File: src/rtl/carwash_pkg.sv
// Shared types for the car wash controller: FSM states, wash programs and
// the credit-to-program mapping.
package carwash_pkg;

  typedef enum logic [2:0] {
    IDLE,
    CREDIT,
    PRESPRAY,
    SOAP,
    RINSE,
    WAX,
    DONE
  } cw_state_t;

  typedef enum logic [1:0] {
    BASIC   = 2'd1,
    DELUXE  = 2'd2,
    PREMIUM = 2'd3
  } cw_mode_t;

  function automatic cw_mode_t credits_to_mode(input logic [1:0] credits);
    case (credits)
      2'd2:    return DELUXE;
      2'd3:    return PREMIUM;
      default: return BASIC;
    endcase
  endfunction

endpackage

File: src/rtl/cw_phase_timer.sv
// Up-counter shared by every wash phase and the CREDIT idle timeout.
// expired is high while the count equals limit; the count saturates at all-ones.
module cw_phase_timer #(
  parameter int TIMER_W = 16
) (
  input  logic               clk,
  input  logic               clr_n,
  input  logic               restart,
  input  logic [TIMER_W-1:0] limit,
  output logic               expired
);

  logic [TIMER_W-1:0] count;

  always_ff @(posedge clk or negedge clr_n) begin
    if (!clr_n) begin
      count <= '0;
    end else if (restart) begin
      count <= '0;
    end else if (count != '1) begin
      count <= count + TIMER_W'(1);
    end
  end

  assign expired = (count == limit);

endmodule

File: src/rtl/carwash_ctrl.sv
// Car wash controller: token credit, program select, timed spray/soap/rinse/wax
// phases, idle auto-start and abort. All outputs are registered Moore decodes.
module carwash_ctrl #(
  parameter int MAX_TOKENS = 3,
  parameter int TIMER_W    = 16,
  parameter int SPRAY_CYC  = 100,
  parameter int SOAP_CYC   = 200,
  parameter int RINSE_CYC  = 150,
  parameter int WAX_CYC    = 120,
  parameter int IDLE_CYC   = 1000
) (
  input  logic                                clk,
  input  logic                                clr_n,
  input  logic                                TOKEN,
  input  logic                                START,
  input  logic                                ABORT,
  output logic                                SPRAY,
  output logic                                SOAP,
  output logic                                WAX,
  output logic                                BUSY,
  output logic                                DONE,
  output logic                                TOKEN_REJ,
  output logic [$clog2(MAX_TOKENS+1)-1:0]     CREDITS
);
  import carwash_pkg::*;

  localparam int                 CRED_W   = $clog2(MAX_TOKENS + 1);
  localparam logic [CRED_W-1:0]  CRED_MAX = CRED_W'(MAX_TOKENS);

  // State literals are package-qualified because SOAP, WAX and DONE are also port names.
  cw_state_t          state, state_nxt;
  cw_mode_t           mode, mode_nxt;
  logic [CRED_W-1:0]  cred_nxt, cred_inc;
  logic [TIMER_W-1:0] limit;
  logic               token_q, tok_edge, rej_nxt, expired, restart;

  assign tok_edge = TOKEN & ~token_q;
  assign cred_inc = (CREDITS < CRED_MAX) ? CREDITS + CRED_W'(1) : CREDITS;
  assign restart  = (state_nxt != state);

  always_comb begin
    case (state)
      carwash_pkg::CREDIT:   limit = TIMER_W'(IDLE_CYC - 1);
      carwash_pkg::PRESPRAY: limit = TIMER_W'(SPRAY_CYC - 1);
      carwash_pkg::SOAP:     limit = TIMER_W'(SOAP_CYC - 1);
      carwash_pkg::RINSE:    limit = TIMER_W'(RINSE_CYC - 1);
      carwash_pkg::WAX:      limit = TIMER_W'(WAX_CYC - 1);
      default:               limit = '0;
    endcase
  end

  cw_phase_timer #(.TIMER_W(TIMER_W)) u_timer (
    .clk     (clk),
    .clr_n   (clr_n),
    .restart (restart),
    .limit   (limit),
    .expired (expired)
  );

  always_comb begin
    // NOTE: every signal driven here gets a default first, so no path can infer a latch.
    state_nxt = state;
    mode_nxt  = mode;
    cred_nxt  = CREDITS;
    rej_nxt   = 1'b0;
    if (ABORT) begin
      state_nxt = carwash_pkg::IDLE;
      cred_nxt  = '0;
    end else begin
      case (state)
        carwash_pkg::IDLE: begin
          if (tok_edge) begin
            cred_nxt  = CRED_W'(1);
            state_nxt = carwash_pkg::CREDIT;
          end
        end
        carwash_pkg::CREDIT: begin
          if (tok_edge) begin
            rej_nxt  = (CREDITS == CRED_MAX);
            cred_nxt = cred_inc;
          end
          // A token arriving with START is already in cred_nxt, so it sets the mode.
          if (START || expired) begin
            mode_nxt  = credits_to_mode(2'(cred_nxt));
            cred_nxt  = '0;
            state_nxt = carwash_pkg::PRESPRAY;
          end
        end
        carwash_pkg::PRESPRAY: begin
          rej_nxt = tok_edge;
          if (expired) state_nxt = (mode == BASIC) ? carwash_pkg::DONE : carwash_pkg::SOAP;
        end
        carwash_pkg::SOAP: begin
          rej_nxt = tok_edge;
          if (expired) state_nxt = carwash_pkg::RINSE;
        end
        carwash_pkg::RINSE: begin
          rej_nxt = tok_edge;
          if (expired) state_nxt = (mode == PREMIUM) ? carwash_pkg::WAX : carwash_pkg::DONE;
        end
        carwash_pkg::WAX: begin
          rej_nxt = tok_edge;
          if (expired) state_nxt = carwash_pkg::DONE;
        end
        carwash_pkg::DONE: begin
          rej_nxt   = tok_edge;
          state_nxt = carwash_pkg::IDLE;
        end
        default: state_nxt = carwash_pkg::IDLE;
      endcase
    end
  end

  always_ff @(posedge clk or negedge clr_n) begin
    if (!clr_n) begin
      state     <= carwash_pkg::IDLE;
      mode      <= BASIC;
      CREDITS   <= '0;
      token_q   <= 1'b1;  // a TOKEN already high when reset lifts is not an edge
      SPRAY     <= 1'b0;
      SOAP      <= 1'b0;
      WAX       <= 1'b0;
      BUSY      <= 1'b0;
      DONE      <= 1'b0;
      TOKEN_REJ <= 1'b0;
    end else begin
      // NOTE: non-blocking so every register updates from the same pre-edge values.
      state     <= state_nxt;
      mode      <= mode_nxt;
      CREDITS   <= cred_nxt;
      token_q   <= TOKEN;
      SPRAY     <= (state_nxt inside {carwash_pkg::PRESPRAY, carwash_pkg::RINSE});
      SOAP      <= (state_nxt == carwash_pkg::SOAP);
      WAX       <= (state_nxt == carwash_pkg::WAX);
      BUSY      <= (state_nxt inside {carwash_pkg::PRESPRAY, carwash_pkg::SOAP,
                                      carwash_pkg::RINSE, carwash_pkg::WAX});
      DONE      <= (state_nxt == carwash_pkg::DONE);
      TOKEN_REJ <= rej_nxt;
    end
  end

endmodule

File: config.mk
export PLATFORM = sky130hd
export DESIGN_NAME = carwash_ctrl
export DESIGN_NICKNAME = d
export VERILOG_FILES = /design/src/rtl/carwash_pkg.sv /design/src/rtl/cw_phase_timer.sv /design/src/rtl/carwash_ctrl.sv
export SDC_FILE = /design/constraint.sdc
export NUM_CORES = 1
export LEC_CHECK = 0
export ABC_CLOCK_PERIOD_IN_PS = 8180
export CAP_MARGIN = 20
export CORE_MARGIN = 8
export CORE_UTILIZATION = 30
export CTS_CLUSTER_SIZE = 20
export DETAILED_ROUTE_END_ITERATION = 10
export HOLD_SLACK_MARGIN = 0.06
export MAX_ROUTING_LAYER = met4
export SYNTH_ARGS = -nofsm -noshare
export SYNTH_HDL_FRONTEND = slang
export SYNTH_SLANG_ARGS = --single-unit
File: constraint.sdc
create_clock -name clk -period 8.18 [get_ports clk]
set_clock_uncertainty 0.2 [all_clocks]
set_input_delay 2.045 -clock clk [delete_from_list [all_inputs] [get_ports clk]]
set_output_delay 2.045 -clock clk [all_outputs]
set_load 0.05 [all_outputs]
==> results.sh, run 1 <==
export IMPL_regToRegSetupSlack_ns=3.92
export IMPL_nets=240
export IMPL_h_tree_depth=2
export IMPL_dp_slack_ns=3.53
export IMPL_grt_ovfl_total=0
export IMPL_syn_area_sq_mm=0.00199
export IMPL_num_vias=1626
export IMPL_start_kind="primary input"
export IMPL_drc=0
export IMPL_fmax_mhz=231
export IMPL_relSlewSlack=0.506
export IMPL_synth_main_ff_cell="dfrtp_1"
export IMPL_track_usage=0.0994
export IMPL_crit_fanout=16
export IMPL_root_buffer="clkbuf_8"
export IMPL_drive_gt1_frac=0.160
export IMPL_postCtsSetupBuffers=0
export IMPL_yosysWarnings=0
export IMPL_layout_commonest_cell="nor2_1"
export IMPL_grt_pass1_vias=1603
export IMPL_reg2reg_from="state[1]"
export IMPL_start_util=0.312
export IMPL_hold_path_class="register to register"
export IMPL_tritoncts="built"
export IMPL_multiInputGateArea_sq_mm=0.00114
export IMPL_p_per_area_mw_per_mm2=308
export IMPL_hold_buffers=0
export IMPL_drtPass1Iterations=4
export IMPL_synth_area_top_cells="dfrtp_1, nor2_1, nor2_2"
export IMPL_status="finished, final reports clean"
export IMPL_port_buffers=12
export IMPL_clk_latency_ns=0.29
export IMPL_drt_iter0_drc=83
export IMPL_cts_inserted_buffers=5
export IMPL_fin_crit_sh=0.529
export IMPL_antenna_found_initial=0
export IMPL_critPathLaunch="ABORT"
export IMPL_io_pins=13
export IMPL_yosysTopAreaCellShare=0.351
export IMPL_dp_cells=301
export IMPL_yosysUniqueCellTypes=52
export IMPL_area_growth_synth_to_final_pct=11.3
export IMPL_fin_setup_tns_ns=0
export IMPL_rsz0062_at_grt="false"
export IMPL_grt_max_degree=31
export IMPL_path_clk_slew_ns=0.07
export IMPL_synth_edff_count=0
export IMPL_async_flop_share=1.00
export IMPL_required_ns=8.18
export IMPL_num_rows=29
export IMPL_ys_seq_area_frac=0.378
export IMPL_die_w_um=97.5
export IMPL_wl_per_cell_um=13.9
export IMPL_place_congestion=0.840
export IMPL_viasPerCell=5.28
export IMPL_worst_slack_ns=3.86
export IMPL_layout_min_cycle_time_ns=4.32
export IMPL_core_area_sq_mm=0.00639
export IMPL_r2r_end="u_timer.count[12]"
export IMPL_dp_hpwl_um=3040
export IMPL_die_area_sq_mm=0.00951
export IMPL_cp_data_arrival_time_ns=4.32
export IMPL_ir_drop_uv=194
export IMPL_fin_cells=308
export IMPL_n_antenna_cell=0
export IMPL_yosysTopAreaCell="dfrtp_1"
export IMPL_drv_cap=0
export IMPL_path_class="primary input to register"
export IMPL_final_cell_mix="nor2_1, dfrtp_1, nand2_1"
export IMPL_layout_area_seq_sq_um=753
export IMPL_endpoint_kind="register"
export IMPL_fill_cells=669
export IMPL_syn_inst=223
export IMPL_die_h_um=97.5
export IMPL_tightest_slew_ns=0.740
export IMPL_finalSetupViolations=0
export IMPL_final_max_slew_viol_count=0
export IMPL_synth_seq_cells=30
export IMPL_syn_avg_cell_area_sq_um=8.94
export IMPL_power_leakage_nw=0.904
export IMPL_mappedNetlistNets=232
export IMPL_cts_resized_gates=0
export IMPL_hold_viol_final=0
export IMPL_ant_nets=0
export IMPL_cts_sinks=30
export IMPL_worstHoldStart="mode[1]"
export IMPL_grt_pass1_wl_um=7670
export IMPL_totalWireLength_um=4290
export IMPL_endpoint="u_timer.count[12]"
export IMPL_worstRegToRegCells=9
export IMPL_holdWs_ns=0.339
export IMPL_clk_path_buf_depth=2
-- final cells by class --
class / count / area share
multi-input cells: 174 / 0.512
flip-flops and latches: 30 / 0.339
repair buffers: 13 / 0.0575
well taps: 77 / 0.0434
clock buffers: 5 / 0.0310
inverters: 7 / 0.0118
clock inverters: 2 / 0.00451
-- worst max-delay path, stage by stage --
cell and delay (ns):
clkdlybuf4s50_1 0.50, or2_2 0.38, nor3_1 0.14, o21ai_0 0.09, a221o_1 0.33, a221o_2 0.57, nor3b_1 0.26
-- per-layer routing --
layer | routed length (um) | track usage | vias to the layer above
met3 | 208 | 0.0306 | 8
met4 | 83 | 0.0350 | 0
met2 | 1970 | 0.154 | 33
li1 | - | - | 795
met5 | 0 | - | -
met1 | 2030 | 0.119 | 790
-- state kept, by name (all words and copies together) (netlist names) --
name,count
state,3
token_q,1
mode,2
WAX,1
SPRAY,1
u_timer.count,16
TOKEN_REJ,1
CREDITS,2
BUSY,1
SOAP,1
DONE,1
-- where the power goes --
part,switching (mW),internal [mW]
sequential,0.0455,0.174
clock,0.0586,0.0570
combinational,0.206,0.143
total,0.310,0.374
-- kinds of logic after synthesis --
family                   count (synthesis)  synth area share
AO/OA/AOI/OAI                           39             0.150
XOR/XNOR                                14            0.0615
adder cells (fa/ha/maj)                  4            0.0251
buffers and inverters                   19            0.0521
flip-flops                              30             0.378
multiplexers                             5            0.0326
AND/OR/NAND/NOR                        112             0.301
-- Yosys cell counts (3+ instances only) --
master     n
nand2_1   16
nand4_1    6
ha_1       4
nor3b_1    6
or2_2      3
and2_1     3
o211a_1    3
nor2b_1    3
o21ai_0    6
nor3_1     9
inv_1      7
a21oi_1   10
nor2_2    11
mux2_4     3
xor2_1     7
nor4_1     4
and3_1     4
o22ai_1    3
nor2_1    31
nand2b_1   4
xnor2_1    7
nand3_1    6
dfrtp_1   28
clkbuf_1   4
-- worst min path at each step --
stage | end | slack, ns | cells past startpoint
2_1_floorplan | mode[1] | 0.30 | 1
3_3_place_gp | mode[1] | 0.33 | 1
3_5_place_dp | mode[1] | 0.33 | 1
4_1_cts | mode[1] | 0.35 | 1
5_1_grt | mode[1] | 0.36 | 1
6_report | mode[1] | 0.34 | 1
-- metrics by stage --
stage / total power, mW / cell area [sq um] / utilization
floorplan: 0.518 / 1990 / -
global placement: 0.567 / 2140 / 0.335
detailed placement: 0.573 / 2140 / 0.335
CTS: 0.689 / 2220 / 0.348
global route: 0.736 / 2220 / 0.348
finish: 0.684 / 2220 / 0.348
No activity file was read; power rests on OpenSTA's default activity.
==> run 2, diff against run 1 <==
--- a/config.mk
+++ b/config.mk
@@ -5,7 +5,7 @@
 export SDC_FILE = /design/constraint.sdc
 export NUM_CORES = 1
 export LEC_CHECK = 0
-export ABC_CLOCK_PERIOD_IN_PS = 8180
+export ABC_CLOCK_PERIOD_IN_PS = 4000
 export CAP_MARGIN = 20
 export CORE_MARGIN = 8
 export CORE_UTILIZATION = 30
==> constraint.sdc (replaced) <==
create_clock -name clk -period 4 [get_ports clk]
set_clock_uncertainty 0.2 [all_clocks]
set_input_delay 1 -clock clk [delete_from_list [all_inputs] [get_ports clk]]
set_output_delay 1 -clock clk [all_outputs]
set_load 0.05 [all_outputs]
==> run 2 against run 1 <==
Net effect: cell count is 1.3% higher; first-iteration DRC count grew 45%; clock power up 120%; hold slack better by 0.0053 ns; critical path depth grew 2; via count fell by 1.4%; sequential share of layout area is 0.53 points lower; sequential power rose by 95%; clock-buffer cell count is 2 higher; largest cell class unchanged; highest routed layer unchanged.
==> results.sh, run 2 (synthesis results as in run 1) <==
export IMPL_hold_buffers=0
export IMPL_cts_resized_gates=0
export IMPL_final_cell_mix="nor2_1, dfrtp_1, nand2_1"
export IMPL_wl_met3_um=251
export IMPL_h_tree_depth=2
export IMPL_tightest_slew_ns=0.550
export IMPL_p_per_area_mw_per_mm2=641
export IMPL_relSlewSlack=0.631
export IMPL_fmax_mhz=296
export IMPL_totalWireLength_um=4390
export IMPL_final_max_slew_viol_count=0
export IMPL_start_kind="register"
export IMPL_drt_iter0_drc=120
export IMPL_crit_fanout=16
export IMPL_regToRegSetupSlack_ns=0.62
export IMPL_power_leakage_nw=0.925
export IMPL_ir_drop_uv=320
export IMPL_root_buffer="clkbuf_8"
export IMPL_crit_buf_inv=1
export IMPL_path_class="register to register"
export IMPL_largest_reg_flops=16
export IMPL_clk_path_buf_depth=2
export IMPL_drtPass1Iterations=4
export IMPL_regMostFlops="u_timer.count"
export IMPL_fin_setup_tns_ns=0
export IMPL_drt_met1_wl_um=2140
export IMPL_finalSetupViolations=0
export IMPL_num_rows=29
export IMPL_grt_max_degree=31
export IMPL_cts_sinks=30
export IMPL_path_clk_slew_ns=0.07
export IMPL_grt_pass1_wl_um=7590
export IMPL_drive_gt1_frac=0.170
export IMPL_top_layer_used="met4"
export IMPL_dp_hpwl_um=3100
export IMPL_area_growth_synth_to_final_pct=13.0
export IMPL_grt_ovfl_total=0
export IMPL_status="finished, final reports clean"
export IMPL_hold_viol_final=0
export IMPL_place_congestion=0.839
export IMPL_grt_pass1_vias=1599
export IMPL_viasPerCell=5.14
export IMPL_port_buffers=12
export IMPL_cp_data_arrival_time_ns=3.38
export IMPL_drc=0
export IMPL_wl_per_cell_um=14.1
export IMPL_required_ns=4.00
export IMPL_max_stage_delay_ns=0.55
export IMPL_die_w_um=97.5
export IMPL_postCtsSetupBuffers=0
export IMPL_cp_cell_sequence="inv_1 > ha_1 > nor4b_1 > o31a_1 > o22ai_1 > a2111oi_4 > mux2_4 > a221o_2 > nor3b_1"
export IMPL_io_pins=13
export IMPL_num_vias=1604
export IMPL_hold_path_class="register to register"
export IMPL_drv_cap=0
export IMPL_p_total_mw=1.44
export IMPL_track_usage=0.0978
export IMPL_largest_registers="u_timer.count: 16 flops, state: 3 flops"
export IMPL_rsz0062_at_grt="false"
export IMPL_antenna_found_initial=0
export IMPL_fin_crit_sh=0.844
export IMPL_die_area_sq_mm=0.00951
export IMPL_ant_nets=0
export IMPL_n_antenna_cell=0
export IMPL_nets=243
export IMPL_tritoncts="built"
export IMPL_layout_min_cycle_time_ns=3.38
export IMPL_clk_latency_ns=0.29
export IMPL_start_util=0.312
export IMPL_layout_commonest_cell="nor2_1"
export IMPL_cts_inserted_buffers=5
export IMPL_core_area_sq_mm=0.00639
export IMPL_die_h_um=97.5
export IMPL_cpMaxStageDelayCell="a221o_2"
export IMPL_fin_area_sq_mm=0.00225
export IMPL_crit_family="compound AO/OA/AOI/OAI gates"
export IMPL_wl_met2_um=1920
export IMPL_endpoint_kind="register"
export IMPL_placed_cell_area_sq_mm=0.00216
run 2: cell types whose count changed in the layout (fill, tap and decap cells not counted), sizes merged:
cell / previous run / this run
clkinv: 2 / 1
clkbuf: 5 / 7
buf: 1 / 4
run 2: worst paths after layout:
path	start	endpoint	cells after the start
max	state[1]	u_timer.count[12]	9
min	mode[1]	mode[1]	1
max reg2reg	state[1]	u_timer.count[12]	9
min reg2reg	mode[1]	mode[1]	1
max in group asynchronous	clr_n	token_q	2
min in group asynchronous	clr_n	mode[1]	2
run 2: final cells by class:
class / instances / area, sq um
Clock inverter: 1 / 5.00
Sequential cell: 30 / 753
Tap cell: 77 / 96.3
Inverter: 7 / 26.3
Timing Repair Buffer: 16 / 150
Multi-Input combinational cell: 174 / 1140
Clock buffer: 7 / 86.3
Fill cell: 659 / 4130
run 2: routing by layer:
metal  track usage  vias to the layer above
li1              -                      804
met1         0.121                      751
met2         0.144                       42
met3        0.0299                        7
met4        0.0396                        0
met5             -                        -
run 2: report_power, final:
group	total, mW	switching (mW)	internal [mW]	leakage (nW)
sequential	0.427	0.0710	0.356	0.405
clock	0.258	0.119	0.139	0.0482
combinational	0.760	0.453	0.308	0.471
run 2: per-stage QoR:
step           std cells  hold WS, ns  utilization  setup slack (ns)
6_report             312        0.344        0.353             0.623
5_1_grt              312        0.356        0.353             0.360
4_1_cts              312        0.348        0.353             0.598
3_5_place_dp         304        0.333        0.339             0.406
3_3_place_gp         304        0.323        0.339             0.465
2_1_floorplan        223        0.305            -             0.596
==> run 3, diff against run 2 <==
--- a/config.mk
+++ b/config.mk
@@ -5,7 +5,7 @@
 export SDC_FILE = /design/constraint.sdc
 export NUM_CORES = 1
 export LEC_CHECK = 0
-export ABC_CLOCK_PERIOD_IN_PS = 4000
+export ABC_CLOCK_PERIOD_IN_PS = 3400
 export CAP_MARGIN = 20
 export CORE_MARGIN = 8
 export CORE_UTILIZATION = 30
==> constraint.sdc (replaced) <==
create_clock -name clk -period 3.4 [get_ports clk]
set_clock_uncertainty 0.2 [all_clocks]
set_input_delay 0.85 -clock clk [delete_from_list [all_inputs] [get_ports clk]]
set_output_delay 0.85 -clock clk [all_outputs]
set_load 0.05 [all_outputs]
==> run 3 against run 2 <==
Net effect: die area unchanged; first-iteration DRC count down 28%; clock-buffer cell count down 1; register-to-register slack worse by 0.42 ns; critical path depth unchanged; combinational power up 21%; core utilization up 1.5 points; sequential share of layout area down 1.4 points; flip-flop and latch count unchanged; largest power group unchanged; via count up 1.1%; critical path type unchanged.
==> results.sh, run 3 (synthesis results as in run 1) <==
export IMPL_io_pins=13
export IMPL_p_per_area_mw_per_mm2=791
export IMPL_fmax_mhz=313
export IMPL_p_clk_frac=0.241
export IMPL_cp_data_arrival_time_ns=3.19
export IMPL_fin_area_sq_mm=0.00235
export IMPL_layout_area_seq_sq_um=753
export IMPL_fin_cells=317
export IMPL_dp_hpwl_um=3150
export IMPL_placed_cell_area_sq_mm=0.00221
export IMPL_multiInputGateArea_sq_mm=0.00114
export IMPL_start_util=0.312
export IMPL_wl_met3_um=189
export IMPL_cts_sinks=30
export IMPL_hold_path_class="register to register"
export IMPL_drive_gt1_frac=0.200
export IMPL_antenna_found_initial=0
export IMPL_layout_commonest_cell="nor2_1"
export IMPL_n_antenna_cell=0
export IMPL_final_max_slew_viol_count=0
export IMPL_area_growth_synth_to_final_pct=17.8
export IMPL_top_layer_used="met4"
export IMPL_postCtsSetupBuffers=0
export IMPL_grt_pass1_wl_um=7510
export IMPL_crit_fanout=16
export IMPL_wl_met2_um=1990
export IMPL_drc=0
export IMPL_internal_power_mw=1.11
export IMPL_start_kind="register"
export IMPL_die_area_sq_mm=0.00951
export IMPL_r2r_end="u_timer.count[2]"
export IMPL_fin_crit_sh=0.940
export IMPL_tightest_slew_ns=0.590
export IMPL_viasPerCell=5.11
export IMPL_grt_max_degree=31
export IMPL_grt_ovfl_total=0
export IMPL_ir_drop_uv=411
export IMPL_grt_pass1_vias=1563
export IMPL_num_rows=29
export IMPL_regToRegSetupSlack_ns=0.20
export IMPL_track_usage=0.0955
export IMPL_largest_reg_flops=16
export IMPL_combPwrFrac=0.493
export IMPL_place_congestion=0.820
export IMPL_num_vias=1621
export IMPL_power_leakage_nw=0.973
export IMPL_worstHoldStart="mode[1]"
export IMPL_die_w_um=97.5
export IMPL_endpoint_kind="register"
export IMPL_clk_path_buf_depth=2
export IMPL_drt_iter0_drc=87
export IMPL_tritoncts="built"
export IMPL_cts_inserted_buffers=5
export IMPL_root_buffer="clkbuf_8"
export IMPL_fill_cells=650
export IMPL_wl_per_cell_um=13.7
export IMPL_die_h_um=97.5
export IMPL_rsz0062_at_grt="false"
export IMPL_layout_min_cycle_time_ns=3.20
export IMPL_clk_latency_ns=0.28
export IMPL_nets=248
export IMPL_path_clk_slew_ns=0.07
export IMPL_path_class="register to register"
export IMPL_core_area_sq_mm=0.00639
export IMPL_status="finished, final reports clean"
export IMPL_h_tree_depth=2
export IMPL_final_cell_mix="nor2_1, dfrtp_1, nand2_1"
export IMPL_totalWireLength_um=4360
export IMPL_drtPass1Iterations=4
export IMPL_hold_buffers=0
export IMPL_endpoint="u_timer.count[2]"
export IMPL_p_sw_mw=0.752
export IMPL_reg2reg_from="state[1]"
export IMPL_hold_viol_final=0
export IMPL_largest_registers="u_timer.count: 16 flops, state: 3 flops"
export IMPL_regMostFlops="u_timer.count"
export IMPL_finalSetupViolations=0
export IMPL_worstRegToRegCells=9
export IMPL_ant_nets=0
export IMPL_fin_setup_tns_ns=0
export IMPL_swShare=0.404
export IMPL_drv_cap=0
export IMPL_required_ns=3.40
export IMPL_p_total_mw=1.86
export IMPL_drt_met1_wl_um=2110
export IMPL_cts_resized_gates=0
export IMPL_dp_cells=309
export IMPL_critPathLaunch="state[1]"
export IMPL_seqPwrFrac=0.266
export IMPL_relSlewSlack=0.604
export IMPL_port_buffers=12
run 3: stage by stage:
stage / util / hold slack [ns] / worst slack [ns]
floorplan: - / 0.305 / 0.0352
global placement: 0.346 / 0.326 / 0.160
detailed placement: 0.346 / 0.340 / 0.141
CTS: 0.368 / 0.354 / 0.165
global route: 0.368 / 0.369 / 0.00560
finish: 0.368 / 0.352 / 0.205
run 3: worst min path at each step:
stage	depth (start not counted)	endpoint	slack, ns
CTS	1	mode[1]	0.35
detailed placement	1	mode[1]	0.34
floorplan	1	mode[1]	0.30
global route	1	mode[1]	0.37
finish	1	mode[1]	0.35
global placement	1	mode[1]	0.33
run 3: final cells by class:
type / instances / area share
Multi-Input combinational cell: 174 / 0.487
Sequential cell: 30 / 0.321
Timing Repair Buffer: 21 / 0.0799
Tap cell: 77 / 0.0410
Clock buffer: 6 / 0.0351
Clock inverter: 2 / 0.0256
Inverter: 7 / 0.0112
run 3: per-layer routing:
layer / global-route usage / vias up
li1: - / 818
met1: 0.119 / 770
met2: 0.146 / 28
met3: 0.0235 / 5
met4: 0.0350 / 0
met5: - / -
run 3: critical path, stage by stage (launching register included):
cell and delay (ns):
dfrtp_1 0.36, inv_2 0.05, ha_1 0.42, nor4b_2 0.31, o31a_1 0.17, o22ai_1 0.12
a2111oi_4 0.36, mux2_4 0.33, a221o_2 0.55, nor3_1 0.24
run 3: power groups by stage:
stage / Sequential, mW / Clock [mW] / Combinational (mW)
6_report: 0.495 / 0.447 / 0.917
3_5_place_dp: 0.501 / 0 / 0.921
3_3_place_gp: 0.499 / 0 / 0.910
4_1_cts: 0.494 / 0.461 / 0.925
5_1_grt: 0.507 / 0.474 / 1.00
2_1_floorplan: 0.509 / 0 / 0.740
